===== config.mk =====
export PLATFORM = sky130hd
export DESIGN_NAME = bus_uart
export DESIGN_NICKNAME = d
export VERILOG_FILES = /design/src/rtl/bus_uart_pkg.sv /design/src/rtl/bus_uart_sync_fifo.sv /design/src/rtl/bus_uart.sv
export SDC_FILE = /design/constraint.sdc
export NUM_CORES = 1
export LEC_CHECK = 0
export CAP_MARGIN = 20
export CORE_ASPECT_RATIO = 0.7
export CORE_UTILIZATION = 35
export DETAILED_ROUTE_END_ITERATION = 8
export PLACE_DENSITY = 0.55
export SLEW_MARGIN = 20
export SYNTH_ARGS = -nofsm -noshare
export SYNTH_HDL_FRONTEND = slang
export SYNTH_HIERARCHICAL = 1
export SYNTH_SLANG_ARGS = --single-unit
export TNS_END_PERCENT = 10

===== constraint.sdc =====
create_clock -name clk -period 4 [get_ports clk]
set_input_delay 0.8 -clock clk [delete_from_list [all_inputs] [get_ports clk]]
set_output_delay 0.8 -clock clk [all_outputs]
set_load 0.01 [all_outputs]

===== src/rtl/bus_uart_pkg.sv =====
// Shared definitions for the bus UART: register offsets, STATUS bit
// positions, CONTROL bit positions and the TX/RX state encodings.
package bus_uart_pkg;

  // Word index within the 16-byte window (address[3:2])
  localparam logic [1:0] REG_TXDATA  = 2'd0;
  localparam logic [1:0] REG_RXDATA  = 2'd1;
  localparam logic [1:0] REG_STATUS  = 2'd2;
  localparam logic [1:0] REG_CONTROL = 2'd3;

  // STATUS bit positions
  localparam int ST_TX_FULL    = 0;
  localparam int ST_TX_EMPTY   = 1;
  localparam int ST_TX_BUSY    = 2;
  localparam int ST_RX_VALID   = 3;
  localparam int ST_RX_OVERRUN = 4;

  // CONTROL write bit positions
  localparam int CTRL_CLR_VALID = 0;
  localparam int CTRL_CLR_ERR   = 1;

  typedef enum logic [1:0] {
    TX_IDLE  = 2'd0,
    TX_START = 2'd1,
    TX_DATA  = 2'd2,
    TX_STOP  = 2'd3
  } tx_state_t;

  typedef enum logic [1:0] {
    RX_IDLE  = 2'd0,
    RX_START = 2'd1,
    RX_DATA  = 2'd2,
    RX_STOP  = 2'd3
  } rx_state_t;

endpackage


===== src/rtl/bus_uart_sync_fifo.sv =====
// Synchronous FIFO with first-word-fall-through head output.
// A push while full is dropped even if a pop happens on the same edge,
// because full is judged on the pre-edge count.
module sync_fifo #(
  parameter int WIDTH = 8,
  parameter int DEPTH = 8
) (
  input  logic             clk,
  input  logic             reset,
  input  logic             push,
  input  logic [WIDTH-1:0] push_data,
  input  logic             pop,
  output logic [WIDTH-1:0] head,
  output logic             full,
  output logic             empty
);

  localparam int AW = (DEPTH > 1) ? $clog2(DEPTH) : 1;
  localparam int CW = AW + 1;
  localparam logic [CW-1:0] FULL_COUNT = CW'(DEPTH);

  logic [WIDTH-1:0] mem [DEPTH];
  logic [AW-1:0]    wr_ptr;
  logic [AW-1:0]    rd_ptr;
  logic [CW-1:0]    count;
  logic             do_push;
  logic             do_pop;

  assign full    = (count == FULL_COUNT);
  assign empty   = (count == '0);
  assign do_push = push & ~full;
  assign do_pop  = pop & ~empty;
  assign head    = mem[rd_ptr];

  // Storage write; contents need no reset since count guards reads
  always_ff @(posedge clk) begin
    if (do_push) mem[wr_ptr] <= push_data;
  end

  // Pointer and occupancy tracking; pointers wrap as DEPTH is a power of two
  always_ff @(posedge clk or posedge reset) begin
    if (reset) begin
      wr_ptr <= '0;
      rd_ptr <= '0;
      count  <= '0;
    end else begin
      if (do_push) wr_ptr <= wr_ptr + AW'(1);
      if (do_pop)  rd_ptr <= rd_ptr + AW'(1);
      if (do_push && !do_pop)      count <= count + CW'(1);
      else if (!do_push && do_pop) count <= count - CW'(1);
    end
  end

endmodule


===== src/rtl/bus_uart.sv =====
// Memory-mapped 8N1 UART on the CPU data bus with a TX FIFO and a
// one-byte RX holding register. Reads are combinational.
//
// TX state | meaning
// ---------+-------------------------------------------------------
// TX_IDLE  | line high; pops FIFO head into shifter when not empty
// TX_START | start bit (0) for CLK_DIV cycles
// TX_DATA  | 8 data bits LSB-first, CLK_DIV cycles each
// TX_STOP  | stop bit (1) for CLK_DIV cycles
//
// RX state | meaning
// ---------+-------------------------------------------------------
// RX_IDLE  | waiting for a synchronised 1->0 edge
// RX_START | half-bit wait, then confirm line still low
// RX_DATA  | sample 8 bits LSB-first, one per CLK_DIV cycles
// RX_STOP  | sample stop bit; commit byte or flag an error
module bus_uart
  import bus_uart_pkg::*;
#(
  parameter logic [31:0] BASE_ADDR     = 32'hF000_0000,
  parameter int          CLK_DIV       = 434,
  parameter int          TX_FIFO_DEPTH = 8
) (
  input  logic        clk,
  input  logic        reset,
  input  logic [31:0] address,
  input  logic [31:0] busDataIn,
  input  logic        busWriteEnable,
  output logic [31:0] busDataOut,
  output logic        selected,
  output logic        uartTx,
  input  logic        uartRx
);

  localparam logic [15:0] DIV_M1  = 16'(CLK_DIV - 1);
  localparam logic [15:0] HALF_M1 = 16'(CLK_DIV / 2 - 1);

  logic [1:0]  reg_idx;
  logic        wr_en;
  logic        push;
  logic        ctrl_wr;
  logic        clr_valid;
  logic        clr_err;
  logic        unused_bits;

  logic        fifo_pop;
  logic [7:0]  fifo_head;
  logic        fifo_full;
  logic        fifo_empty;

  tx_state_t   tx_state;
  logic [15:0] tx_cnt;
  logic [7:0]  tx_shift;
  logic [2:0]  tx_bit;
  logic        tx_busy;

  logic [1:0]  rx_sync;
  logic        rx_s;
  logic        rx_prev;
  rx_state_t   rx_state;
  logic [15:0] rx_cnt;
  logic [7:0]  rx_shift;
  logic [2:0]  rx_bit;
  logic [7:0]  rx_byte;
  logic        rx_valid;
  logic        rx_overrun;
  logic        frame_err;

  logic [31:0] status_word;

  assign selected    = (address[31:4] == BASE_ADDR[31:4]);
  assign reg_idx     = address[3:2];
  assign wr_en       = selected & busWriteEnable;
  assign push        = wr_en && (reg_idx == REG_TXDATA);
  assign ctrl_wr     = wr_en && (reg_idx == REG_CONTROL);
  assign clr_valid   = ctrl_wr & busDataIn[CTRL_CLR_VALID];
  assign clr_err     = ctrl_wr & busDataIn[CTRL_CLR_ERR];
  assign unused_bits = ^{busDataIn[31:8], address[1:0]};

  assign tx_busy  = (tx_state != TX_IDLE);
  assign fifo_pop = (tx_state == TX_IDLE) & ~fifo_empty;
  assign rx_s     = rx_sync[1];

  sync_fifo #(
    .WIDTH(8),
    .DEPTH(TX_FIFO_DEPTH)
  ) u_tx_fifo (
    .clk      (clk),
    .reset    (reset),
    .push     (push),
    .push_data(busDataIn[7:0]),
    .pop      (fifo_pop),
    .head     (fifo_head),
    .full     (fifo_full),
    .empty    (fifo_empty)
  );

  // TX FSM; uartTx is registered from the current state, so the line
  // trails the state by one cycle (start bit appears 2 cycles after push)
  always_ff @(posedge clk or posedge reset) begin
    if (reset) begin
      tx_state <= TX_IDLE;
      tx_cnt   <= '0;
      tx_shift <= '0;
      tx_bit   <= '0;
      uartTx   <= 1'b1;
    end else begin
      case (tx_state)
        TX_START: uartTx <= 1'b0;
        TX_DATA:  uartTx <= tx_shift[0];
        default:  uartTx <= 1'b1;
      endcase
      case (tx_state)
        TX_IDLE: begin
          if (!fifo_empty) begin
            tx_shift <= fifo_head;
            tx_cnt   <= DIV_M1;
            tx_state <= TX_START;
          end
        end
        TX_START: begin
          if (tx_cnt == '0) begin
            tx_cnt   <= DIV_M1;
            tx_bit   <= '0;
            tx_state <= TX_DATA;
          end else begin
            tx_cnt <= tx_cnt - 16'd1;
          end
        end
        TX_DATA: begin
          if (tx_cnt == '0) begin
            tx_cnt   <= DIV_M1;
            tx_shift <= {1'b0, tx_shift[7:1]};
            if (tx_bit == 3'd7) tx_state <= TX_STOP;
            else                tx_bit   <= tx_bit + 3'd1;
          end else begin
            tx_cnt <= tx_cnt - 16'd1;
          end
        end
        TX_STOP: begin
          if (tx_cnt == '0) tx_state <= TX_IDLE;
          else              tx_cnt   <= tx_cnt - 16'd1;
        end
        default: tx_state <= TX_IDLE;
      endcase
    end
  end

  // Two-flop synchroniser plus a delayed copy for falling-edge detection
  always_ff @(posedge clk or posedge reset) begin
    if (reset) begin
      rx_sync <= 2'b11;
      rx_prev <= 1'b1;
    end else begin
      rx_sync <= {rx_sync[0], uartRx};
      rx_prev <= rx_s;
    end
  end

  // RX FSM and holding register; a landing byte overrides a same-edge clear
  always_ff @(posedge clk or posedge reset) begin
    if (reset) begin
      rx_state   <= RX_IDLE;
      rx_cnt     <= '0;
      rx_shift   <= '0;
      rx_bit     <= '0;
      rx_byte    <= '0;
      rx_valid   <= 1'b0;
      rx_overrun <= 1'b0;
      frame_err  <= 1'b0;
    end else begin
      if (clr_valid) rx_valid <= 1'b0;
      if (clr_err) begin
        rx_overrun <= 1'b0;
        frame_err  <= 1'b0;
      end
      case (rx_state)
        RX_IDLE: begin
          if (rx_prev && !rx_s) begin
            rx_cnt   <= HALF_M1;
            rx_state <= RX_START;
          end
        end
        RX_START: begin
          if (rx_cnt == '0) begin
            if (!rx_s) begin
              rx_cnt   <= DIV_M1;
              rx_bit   <= '0;
              rx_state <= RX_DATA;
            end else begin
              rx_state <= RX_IDLE;
            end
          end else begin
            rx_cnt <= rx_cnt - 16'd1;
          end
        end
        RX_DATA: begin
          if (rx_cnt == '0) begin
            rx_cnt   <= DIV_M1;
            rx_shift <= {rx_s, rx_shift[7:1]};
            if (rx_bit == 3'd7) rx_state <= RX_STOP;
            else                rx_bit   <= rx_bit + 3'd1;
          end else begin
            rx_cnt <= rx_cnt - 16'd1;
          end
        end
        RX_STOP: begin
          if (rx_cnt == '0) begin
            rx_state <= RX_IDLE;
            if (rx_s) begin
              if (rx_valid && !clr_valid) begin
                rx_overrun <= 1'b1;
              end else begin
                rx_byte  <= rx_shift;
                rx_valid <= 1'b1;
              end
            end else begin
              frame_err <= 1'b1;
            end
          end else begin
            rx_cnt <= rx_cnt - 16'd1;
          end
        end
        default: rx_state <= RX_IDLE;
      endcase
    end
  end

  // STATUS assembly
  always_comb begin
    status_word                = '0;
    status_word[ST_TX_FULL]    = fifo_full;
    status_word[ST_TX_EMPTY]   = fifo_empty;
    status_word[ST_TX_BUSY]    = tx_busy;
    status_word[ST_RX_VALID]   = rx_valid;
    status_word[ST_RX_OVERRUN] = rx_overrun;
  end

  // Zero-wait read mux; drives 0 whenever the window is not addressed
  always_comb begin
    busDataOut = '0;
    if (selected) begin
      case (reg_idx)
        REG_RXDATA:  busDataOut = {23'b0, rx_valid, rx_byte};
        REG_STATUS:  busDataOut = status_word;
        REG_CONTROL: busDataOut = {31'b0, frame_err};
        default:     busDataOut = '0;
      endcase
    end
  end

endmodule


Yosys cells after proc, flatten, opt, wreduce, memory -nomap -nowiden
Memories as Yosys holds them, arrays and structs flattened. Cells that the tools add are included. Widths: inputs -> output; s select.

Register bits: 83. RAM bits: 64. Output and inout port bits: 34. Memories kept: 1.

Add/subtract/negate cells: 8. Equality and inequality tests: 29. Mux-type cells: 56. Bitwise operators: 9. Reduce and logical (&&, ||, !) cells: 31.

Memories: u_tx_fifo.mem (depth 8, bits a word 8, rd ports 1, clocked after Yosys merged registers in 0, write ports 1, RTL line bus_uart_sync_fifo.sv:22) `logic [WIDTH-1:0] mem [DEPTH];`.

Operator list (count): $mux 16 (8); $pmux 16 s4 (1); $pmux 16 s3 (1); $logic_not 16->1 (2); $sub 16x1->16 const B (2); $ne 2x2->1 const B (15); $eq 28x28->1 const B (1); $pmux 9 s3 (1); $mux 2 (11); $mux 3 (7); $mux 1 (16); $mux 8 (2); $pmux 2 s4 (2); $pmux 8 s2 (1); $reduce_and 5->1 (3); $add 3x1->3 const B (4); $eq 2x2->1 const B (6); $pmux 3 s2 (2); $reduce_bool 2->1 (5); $mux 9 (1); $mux 4 (2); $reduce_and 4->1 (2); $and 1x1->1 (6); $eq 2x1->1 const B (3); other kinds (14) (29).

Longest topological paths before layout
Gate-level depths: netlist of run 1.

Depth in word-level cells: 10. Depth in mapped cells: 13.

By module
Netlist of run 1, hierarchy kept.

By module, submodules not included: bus_uart (instances 1, cells an instance 443, area an instance 4237.8 sq um, sequential area each 1831.8 sq um); sync_fifo (instances 1, cells an instance 157, area an instance 3134.3 sq um, sequential area each 2172.1 sq um).

Least setup slack after synthesis of run 1
OpenSTA, ideal clock, no wires.

Path type: input to register. From: input port address[13]. To: register u_tx_fifo.count[3]. Arrival time: 3.646 ns. Setup slack: 0.217 ns. Stages: 13. Path through: nor4b_1 nand4_1 or2_2 clkbuf_1 nor4b_1 nand2_1 inv_1 ha_1 inv_1 ha_1 or4_1 nand3_1 o221ai_1.

Cells in the longest elaborated chain, start to end: 7. Elaborated cells on any way between the ends: 9.

Ends and longest elaborated chain: start: declaration (RTL line bus_uart.sv:26) `input logic [31:0] address,`; $eq 28x28->1 (*) (RTL line bus_uart.sv:71) `assign selected = (address[31:4] == BASE_ADDR[31:4]);`; $and 1x1->1 (*) (RTL line bus_uart.sv:73) `assign wr_en = selected & busWriteEnable;`; $logic_and 1x1->1 (*) (RTL line bus_uart.sv:74) `assign push = wr_en && (reg_idx == REG_TXDATA);`; named net push (RTL line bus_uart.sv:40) `logic push;`; $and 1x1->1 (*) (RTL line bus_uart_sync_fifo.sv:31) `assign do_push = push & ~full;`; named net u_tx_fifo.do_push (RTL line bus_uart_sync_fifo.sv:26) `logic do_push;`; $logic_not 1->1 (RTL line bus_uart_sync_fifo.sv:50) `else if (!do_push && do_pop) count <= count - CW'(1);`; $logic_and 1x1->1 (RTL line bus_uart_sync_fifo.sv:50); $reduce_bool 2->1 (no source line); end signal: assignment (RTL line bus_uart_sync_fifo.sv:49) `if (do_push && !do_pop) count <= count + CW'(1);`; end signal: assignment (RTL line bus_uart_sync_fifo.sv:50); end: declaration (RTL line bus_uart_sync_fifo.sv:25) `logic [CW-1:0] count;`.

Mark *: on every way through the listed nets, which the timed path passes. The rest lies on a longest branch. A chain may end at the register's enable or synchronous reset.

Final worst setup path of run 1
From: input port address[5]. To: output port busDataOut[2].

Cells in the longest elaborated chain, start to end: 2.

Ends and longest elaborated chain: $eq 28x28->1 (RTL line bus_uart.sv:71); $mux 9 (RTL line bus_uart.sv:242) `if (selected) begin`; end: declaration (RTL line bus_uart.sv:29) `output logic [31:0] busDataOut,`.

No other way between the ends.

==> results.md, run 1 <==
- Slew @ Worst Pin: 0.945 ns
- TNS Setup: 0 ns
- Layout Nets: 756
- Fin crit share: 94.3%
- CP startpoint kind: input port
- Avg Cell Area, Syn: 12.3 µm²
- Routability cong.: 0.822
- Area Overhead vs Synth: 18.6%
- Clock-pin slew on the worst setup and hold paths: 0.06 ns
- Unique masters post-synth: 63
- Commonest non-fill, non-tap cell in the layout: dfrtp_1
- Failing checks: design-rule violations
- Layout cell share with drive strength beyond 1: 13.8%
- # setup viols final: 0
- Sink Count: 147
- Congestion Overflow GR: 0
- Drt total wl: 15.2 mm
- R2R Setup Slk: 1.18 ns
- Chip Width: 175 µm
- Hold Crit Class: flip-flop to flip-flop
- Initial antenna violation count: 0
- Vias per Instance: 5.16
- Seq cells post-synth: 147
- FFs w/ async S/R, synth: 56.5%
- Setup WS pre-CTS: -0.0537 ns
- R2R cell count: 9
- Vias in the first global route: 4883
- Pwr per Cell Area: 463 nW/µm²
- Worst-Skew Late Latency: 0.42 ns
- DRT iter0 DRCs: 299
- DRC: 1
- Longest Clk Path Bufs: 2
- Post-synthesis sequential area ratio: 54.3%
- Worst setup margin: 0.228 ns
- First-pass GRT wire length: 25.1 mm
- Vias: 4924
- Die Height: 123 µm
- Non-Filler Instances: 955
- Main combinational cell family by area after synthesis: simple AND/OR/NAND/NOR gates
- Total CTS buffers: 17
- CP Class: input port to output pin
- Max-Cap Viols: 0
- Initial Util: 35.6%
- Worst vdd ir: 0.196 mV
- Worst-case hold path end point: rx_sync[1]$_DFF_PP1_
- Gate power share: 18.3%
- Post-Synth Adder-Cell Area: 3.84%
- Post-synth EDFFs: 64
- Share of the synthesized netlist area taken by xor and xnor gates: 1.90%
- Leakage: 3.43 nW
- Die ar.: 21700 µm²
- Status: complete, but fails checks
- I/O pin cnt: 102
- Reported net switching power: 1.15 mW
- Crit Path Max Fanout: 8
- Fmax: 0.265 GHz
- Crit path required time: 3.20 ns
- Simple-gate portion of the synthesized area: 12.4%
- Most frequent cells in the layout: 79 x dfrtp_1, 64 x edfxtp_1, 52 x clkdlybuf4s50_1
- Unrepaired setup endpoints after global routing: no
- YS warnings: 6
- Post-Syn Area: 7370 µm²
- Mux share of post-synthesis cell area: 11.5%
- Routed Antenna Nets: 0
- Crit path DAT: 2.97 ns
- H-tree Lvls: 4
- TritonCTS clock tree: done
- CORE AREA: 20700 µm²
- Cells after synthesis: 600
- Worst hold path startpoint: rx_sync[0]$_DFF_PP1_
- Min Clock Period, post-route: 3.77 ns
- Port Buffers: 52
- Main synth FF type: dfrtp_1
- Final clock skew: 0.0110 ns
- Rel. slew slack: 37.0%
- Hold path depth: 0
- Clk pwr share: 38.8%
- Register share of total power: 42.9%
- CP Capture Type: output pin
- Tot GR Track Use: 15.1%
- R2r startpoint: u_tx_fifo/count[0]$_DFFE_PP0P_
- Root buffer selected by CTS: clkbuf_16
- FF-to-FF End: u_tx_fifo/count[3]$_DFFE_PP0P_
- CTS hold repair buffers: 0
- Sw frac: 28.5%
- Final max-slew violation count: 0
- HPWL after DPL: 10.6 mm
- TritonRoute pass-1 iters: 6
- Ant. Diodes: 0
- Largest net degree at the start of global routing: 39
- Core Rows: 44
- Placed cells: 923
- Final hold vios: 0
- Int Power: 2.89 mW
- Post-synthesis compound-gate area fraction: 11.0%
- Avg WL per Cell: 15.9 µm
==> sequential cells by signal, summed over array words and instances, names as in the netlist, 2 cells and up, named ones only <==
name	count
tx_shift	8
u_tx_fifo/rd_ptr	3
rx_sync	2
tx_cnt	16
rx_byte	8
u_tx_fifo/wr_ptr	3
u_tx_fifo/count	4
rx_cnt	16
tx_bit	3
rx_shift	8
tx_state	2
rx_bit	3
u_tx_fifo/mem	64
==> Yosys cell counts (7+ instances only) <==
library cell	count	area share, %
dfrtp_1	79	27
edfxtp_1	64	26
nor2_1	50	2.5
o21ai_0	37	2.5
nand2_1	35	1.8
a21oi_1	30	2.0
mux2_2	29	4.4
buf_4	23	2.3
ha_1	21	3.6
inv_1	19	0.97
mux4_1	16	5.7
clkbuf_1	10	0.51
mux2i_1	10	1.4
nor3_1	9	0.61
nor4_1	9	0.76
or3_1	9	0.76
xnor2_1	9	1.1
nand3_1	8	0.54
o31ai_1	8	0.81
or4_1	8	0.81
xor2_1	7	0.83
==> layer usage <==
metal	vias to the layer above	GRT usage (%)	wire (µm)
li1	2354	-	-
met1	2441	21.5	7760
met2	123	22.8	6650
met3	6	4.06	715
met4	0	4.08	86
met5	-	0	0
==> timing repair <==
item | in CTS | in global routing
resized for setup | 0 | 1
buffers inserted | 0 | 0
setup endpoints to repair | 0 | 4
==> stage by stage <==
stage | power [mW] | hold slack (ns) | utilization (%) | instance area [µm²]
after global routing | 4.25 | 0.359 | 42.3 | 8750
final | 4.05 | 0.355 | 42.3 | 8750
after global placement | 2.47 | 0.348 | 39.4 | 8160
after CTS | 4.08 | 0.356 | 42.2 | 8740
after detailed placement | 2.50 | 0.347 | 39.4 | 8160
after floorplan | 2.30 | 0.345 | - | 7450
==> cell type report <==
class	instances	area (µm²)
sequential	147	4000
inverter	19	71.3
clock buffer	24	513
timing repair buffer	69	648
tap	276	345
clock inverter	8	73.8
multi-input combinational	412	3090
fill	1928	12000
==> critical path, cell delays in order <==
cell and delay (ns):
clkdlybuf4s50_1 0.39, nor4_1 0.32, nand4_1 0.17, or2_2 0.36
buf_4 0.17, nor2_1 0.18, clkdlybuf4s50_1 0.57
==> power by group through the flow <==
stage	clock, mW	combinational, mW	sequential [mW]
floorplan	0	0.553	1.74
global placement	0	0.714	1.76
detailed placement	0	0.736	1.76
CTS	1.60	0.742	1.73
global route	1.66	0.839	1.75
finish	1.57	0.741	1.74
==> cells by family (layout without fill, tap and decap cells) <==
group / Yosys count / count (layout)
buffers and inverters: 63 / 120
multiplexers: 55 / 55
adder cells (fa/ha/maj): 22 / 22
other: 1 / 23
AO/OA/AOI/OAI: 125 / 125
AND/OR/NAND/NOR: 171 / 171
XOR/XNOR: 16 / 16
flip-flops: 147 / 147
==> worst max path at each step <==
stage / to / startpoint / depth (start not counted)
finish: busDataOut[2] / address[5] / 7
global route: busDataOut[8] / address[13] / 7
CTS: busDataOut[7] / address[5] / 7
detailed placement: u_tx_fifo/count[3]$_DFFE_PP0P_ / address[5] / 13
global placement: u_tx_fifo/count[3]$_DFFE_PP0P_ / address[5] / 13
floorplan: u_tx_fifo/count[3]$_DFFE_PP0P_ / address[13] / 13
Note: power is estimated with default switching activity, not from simulation.
==> inputs of run 2 (changes only) <==
--- a/config.mk
+++ b/config.mk
@@ -10,6 +10,7 @@
 export CORE_UTILIZATION = 35
 export DETAILED_ROUTE_END_ITERATION = 8
 export PLACE_DENSITY = 0.55
+export RECOVER_POWER = 25
 export SLEW_MARGIN = 20
 export SYNTH_ARGS = -nofsm -noshare
 export SYNTH_HDL_FRONTEND = slang
==> results.md, run 2 (synthesis gave the netlist of run 1 again) <==
- Layout cell share with drive strength beyond 1: 13.7% (-0.15 points)
- Tot GR Track Use: 15.1% (unchanged)
- Worst-Skew Late Latency: 0.42 ns (about the same)
- Min Clock Period, post-route: 3.77 ns (-0.00000200 ns)
- Reported net switching power: 1.15 mW (about the same)
- Gate power share: 18.3% (about the same)
- Design Power: 4.04 mW (about the same)
- Root buffer selected by CTS: clkbuf_16
- Bufs and invs on worst path: 3 (unchanged)
- Worst path max stage delay: 0.57 ns (about the same)
- Initial Util: 35.6% (unchanged)
- Core Rows: 44 (unchanged)
- Status: complete, but fails checks
- Largest net degree at the start of global routing: 39 (unchanged)
- I/O pin cnt: 102 (unchanged)
- Die ar.: 21700 µm² (unchanged)
- Postcts setup bufs: 0 (unchanged)
- Max reg flops: 64 (unchanged)
- Vias in the first global route: 4883 (unchanged)
- Port Buffers: 52 (unchanged)
- Crit Path Max Fanout: 8 (unchanged)
- Most frequent cells in the layout: 79 x dfrtp_1, 64 x edfxtp_1, 50 x nor2_1
- Worst path most repeated cell: clkdlybuf4s50_1
- Final max-slew violation count: 0 (unchanged)
- HPWL after DPL: 10.6 mm (unchanged)
- Vias per Instance: 5.14 (-0.22%)
- Sink Count: 147 (unchanged)
- Slew @ Worst Pin: 0.945 ns (+0.000000417 ns)
- CP startpoint kind: input port
- TritonRoute pass-1 iters: 6 (unchanged)
- Register share of total power: 43.0% (about the same)
- Ant. Diodes: 0 (unchanged)
- Int Power: 2.89 mW (about the same)
- Cell family with most CP delay: buffers and inverters
- Rel. slew slack: 37.0% (unchanged)
- CP Class: input port to output pin
- PostCTS Resize Cnt: 0 (unchanged)
- Worst vdd ir: 0.196 mV (about the same)
- Crit path required time: 3.20 ns (about the same)
- Regs by FF count: u_tx_fifo/mem: 64 flops, rx_cnt: 16 flops, tx_cnt: 16 flops
- CORE AREA: 20700 µm² (unchanged)
- TritonCTS clock tree: done
- Routed Antenna Nets: 0 (unchanged)
- Final clock skew: 0.0110 ns (+0.000000400 ns)
- H-tree Lvls: 4 (unchanged)
- Commonest non-fill, non-tap cell in the layout: dfrtp_1
- Slowest cell on crit path: clkdlybuf4s50_1
- # setup viols final: 0 (unchanged)
- Largest register by flop count: u_tx_fifo/mem
- Pwr per Cell Area: 462 nW/µm² (about the same)
- Max-Cap Viols: 0 (unchanged)
- DRT iter0 DRCs: 299 (unchanged)
- Area after DPL: 8160 µm² (unchanged)
- Clock-pin slew on the worst setup and hold paths: 0.06 ns (about the same)
- Crit path DAT: 2.97 ns (about the same)
- Failing checks: design-rule violations
- Fin area: 8750 µm² (unchanged)
- Initial antenna violation count: 0 (unchanged)
- Vias: 4913 (-0.22%)
- Chip Width: 175 µm (unchanged)
- First-pass GRT wire length: 25.1 mm (unchanged)
- Longest Clk Path Bufs: 2 (unchanged)
- Congestion Overflow GR: 0 (unchanged)
- Fin crit share: 94.3% (about the same)
- Total CTS buffers: 17 (unchanged)
- Fmax: 0.265 GHz (unchanged)
- Drt total wl: 15.2 mm (about the same)
- Die Height: 123 µm (unchanged)
- DRC: 1 (unchanged)
- CP Capture Type: output pin
- Area Overhead vs Synth: 18.6% (unchanged)
- Hold Crit Class: flip-flop to flip-flop
- CTS hold repair buffers: 0 (unchanged)
- Avg WL per Cell: 15.9 µm (about the same)
- Sw frac: 28.5% (about the same)
- Unrepaired setup endpoints after global routing: no
- Clk pwr share: 38.8% (about the same)
- Routability cong.: 0.822 (unchanged)
- Layout Nets: 756 (unchanged)
- Leakage: 3.43 nW (about the same)
- Final hold vios: 0 (unchanged)
- Crit path cell chain: clkdlybuf4s50_1 -> nor4_1 -> nand4_1 -> or2_2 -> buf_4 -> nor2_1 -> clkdlybuf4s50_1
[run 2: power groups by stage]
stage | clock network, mW | registers, mW | logic (mW)
after floorplan | 0 | 1.74 | 0.553
after global placement | 0 | 1.76 | 0.714
after detailed placement | 0 | 1.76 | 0.736
after CTS | 1.60 | 1.73 | 0.742
after global routing | 1.66 | 1.75 | 0.837
final | 1.57 | 1.74 | 0.739
[run 2: layer usage]
metal	global-route usage, %	share of wire, %
met5	0	0
met4	4.08	0.57
met3	4.06	4.6
met2	22.8	44
met1	21.5	51
[run 2: through the flow]
stage	std cells	TNS, ns	setup WS, ns	utilization (%)	hold WS [ns]
2_1_floorplan	622	0	0.217	-	0.345
3_3_place_gp	923	0	0.0617	39.4	0.348
3_5_place_dp	923	-0.0537	-0.0537	39.4	0.347
4_1_cts	955	0	0.176	42.2	0.356
5_1_grt	955	0	0.0987	42.3	0.364
6_report	955	0	0.228	42.3	0.360
[run 2: final timing paths]
check	slack [ns]	cells after the start	to	startpoint
setup / recovery	0.23	7	busDataOut[2]	address[5]
hold / removal	0.36	0	rx_sync[1]$_DFF_PP1_	rx_sync[0]$_DFF_PP1_
setup reg to reg	1.18	9	u_tx_fifo/count[3]$_DFFE_PP0P_	u_tx_fifo/count[0]$_DFFE_PP0P_
hold reg to reg	0.36	0	rx_sync[1]$_DFF_PP1_	rx_sync[0]$_DFF_PP1_
max in group asynchronous	2.07	3	rx_sync[0]$_DFF_PP1_	reset
min in group asynchronous	0.94	2	u_tx_fifo/count[1]$_DFFE_PP0P_	reset
[run 2: cell type report]
| type | instances | area, µm² |
|---|---|---|
| Tap cell | 276 | 345 |
| Clock inverter | 8 | 73.8 |
| Timing Repair Buffer | 69 | 648 |
| Inverter | 19 | 71.3 |
| Fill cell | 1928 | 12000 |
| Sequential cell | 147 | 4000 |
| Multi-Input combinational cell | 412 | 3090 |
| Clock buffer | 24 | 513 |
==> inputs of run 3 (changes only) <==
--- a/config.mk
+++ b/config.mk
@@ -7,9 +7,9 @@
 export LEC_CHECK = 0
 export CAP_MARGIN = 20
 export CORE_ASPECT_RATIO = 0.7
-export CORE_UTILIZATION = 35
+export CORE_UTILIZATION = 55
 export DETAILED_ROUTE_END_ITERATION = 8
-export PLACE_DENSITY = 0.55
+export PLACE_DENSITY = 0.8
 export RECOVER_POWER = 25
 export SLEW_MARGIN = 20
 export SYNTH_ARGS = -nofsm -noshare
==> results.md, run 3 (synthesis gave the netlist of run 1 again) <==
- Status: complete, no violations
- Total CTS buffers: 17 (unchanged)
- Vias in the first global route: 5015 (+2.7%)
- HPWL after DPL: 10.4 mm (-1.8%)
- H-tree Lvls: 4 (unchanged)
- Area after DPL: 8010 µm² (-1.7%)
- Chip Width: 140 µm (-20%)
- Commonest non-fill, non-tap cell in the layout: dfrtp_1
- Largest register by flop count: u_tx_fifo/mem
- Initial Util: 58.0% (+22 points)
- Port Buffers: 52 (unchanged)
- Setup WS pre-CTS: -0.0324 ns (+0.0213 ns)
- Fin crit share: 95.9% (+1.6 points)
- Worst-Skew Late Latency: 0.42 ns (about the same)
- Most frequent cells in the layout: 79 x dfrtp_1, 64 x edfxtp_1, 50 x nor2_1
- Fin util: 68.0% (+26 points)
- First-pass GRT wire length: 25.4 mm (+1.3%)
- Layout Nets: 756 (unchanged)
- Final hold vios: 0 (unchanged)
- Placed cells: 809 (-12%)
- Min Clock Period, post-route: 3.84 ns (+0.0638 ns)
- Leakage: 3.44 nW (+0.40%)
- DRT iter0 DRCs: 414 (+38%)
- Vias per Instance: 6.12 (+19%)
- Slew @ Worst Pin: 0.971 ns (+0.0264 ns)
- Final max-slew violation count: 0 (unchanged)
- Max reg flops: 64 (unchanged)
- Sink Count: 147 (unchanged)
- Non-Filler Instances: 841 (-12%)
- Area Overhead vs Synth: 17.3%
- Initial antenna violation count: 0 (unchanged)
- Crit Path Max Fanout: 9 (+1)
- TNS Setup: 0 ns (unchanged)
- Tot GR Track Use: 24.2% (+9.1 points)
- I/O pin cnt: 102 (unchanged)
- Root buffer selected by CTS: clkbuf_16
- Drt total wl: 15.7 mm (+3.4%)
- Congestion Overflow GR: 0 (unchanged)
- Crit path DAT: 3.04 ns (+0.07 ns)
- Ant. Diodes: 0 (unchanged)
- Fin area: 8650 µm² (-1.1%)
- CP startpoint kind: input port
- DRC: 0 (-1)
- Rel. slew slack: 35.2% (-1.8 points)
- TritonCTS clock tree: done
- Worst setup margin: 0.164 ns (-0.0638 ns)
- Routability cong.: 0.856 (+4.2%)
- # setup viols final: 0 (unchanged)
- Final clock skew: 0.00723 ns (-0.00372 ns)
- Unrepaired setup endpoints after global routing: no
- Die Height: 98.9 µm (-20%)
- Clock-pin slew on the worst setup and hold paths: 0.06 ns (about the same)
- Worst vdd ir: 0.317 mV (+62%)
- Die ar.: 13900 µm² (-36%)
- Core Rows: 34 (-23%)
- Crit path required time: 3.20 ns (about the same)
- Vias: 5146 (+4.7%)
- Regs by FF count: u_tx_fifo/mem: 64 flops, rx_cnt: 16 flops, tx_cnt: 16 flops
- Routed Antenna Nets: 0 (unchanged)
- CP Class: input port to output pin
- Longest Clk Path Bufs: 2 (unchanged)
- Hold Crit Class: flip-flop to flip-flop
- Postcts setup bufs: 0 (unchanged)
- CORE AREA: 12700 µm² (-39%)
- Largest net degree at the start of global routing: 34 (-13%)
- CP Capture Type: output pin
- Avg WL per Cell: 18.7 µm (+17%)
- Pwr per Cell Area: 477 nW/µm² (+3.1%)
- Fmax: 0.261 GHz (-1.7%)
- TritonRoute pass-1 iters: 5 (-1)
- Max-Cap Viols: 0 (unchanged)
- Layout cell share with drive strength beyond 1: 13.8% (+0.15 points)
==> run 3: changes by cell type in the layout (fill, tap and decap cells not counted), sizes merged <==
cell	before	now
clkinv	6	5
clkdlybuf4s50	42	44
bufinv	1	2
dlygate4sd3	10	8
clkbuf	24	22
inv	20	22
==> run 3: final cells by class <==
cell class	count	area [µm²]
fill	826	4070
sequential	147	4000
multi-input combinational	412	3110
timing repair buffer	69	648
clock buffer	22	497
tap	162	203
clock inverter	10	118
inverter	19	71.3
==> run 3: final timing paths <==
check / cells after the start / to / start / slack [ns]
min in group asynchronous: 2 / u_tx_fifo/wr_ptr[1]$_DFFE_PP0P_ / reset / 0.87
max in group asynchronous: 3 / uartTx$_DFF_PP1_ / reset / 2.05
hold reg to reg: 0 / rx_sync[1]$_DFF_PP1_ / rx_sync[0]$_DFF_PP1_ / 0.37
setup / recovery: 8 / busDataOut[7] / address[5] / 0.16
setup reg to reg: 11 / u_tx_fifo/count[3]$_DFFE_PP0P_ / tx_state[0]$_DFFE_PP0P_ / 1.11
hold / removal: 0 / rx_sync[1]$_DFF_PP1_ / rx_sync[0]$_DFF_PP1_ / 0.37
==> run 3: power breakdown <==
group	total [mW]	switching (mW)	leakage, nW	internal (mW)
registers	1.74	0.0842	1.63	1.66
clock network	1.64	0.625	0.306	1.01
logic	0.744	0.467	1.50	0.277
==> run 3: metrics by stage <==
stage          hold WS (ns)  power (mW)
2_1_floorplan         0.345        2.30
3_3_place_gp          0.346        2.45
3_5_place_dp          0.355        2.49
5_1_grt               0.373        4.30
6_report              0.367        4.12
4_1_cts               0.360        4.13
==> run 3: worst max-delay path: stages <==
cell             delay (ns)
clkdlybuf4s50_1        0.41
nor4_1                 0.28
nand4_1                0.16
or2_2                  0.33
buf_4                  0.17
nor2b_1                0.19
and2_1                 0.16
clkdlybuf4s50_1        0.54
==> run 3: what timing repair did <==
action	in CTS	in global routing
setup endpoints to repair	0	4
hold endpoints to repair	0	0
resized for setup	0	3
hold buffers	0	0
==> run 3: per-layer routing <==
| layer | GRT usage (%) | part of all wire [%] | vias to the layer above | routed length (µm) |
|---|---|---|---|---|
| li1 | - | - | 2352 | - |
| met1 | 33.0 | 45 | 2528 | 7100 |
| met2 | 39.3 | 47 | 241 | 7450 |
| met3 | 5.34 | 6.2 | 25 | 972 |
| met4 | 7.02 | 1.4 | 0 | 217 |
| met5 | 0 | 0 | - | 0 |
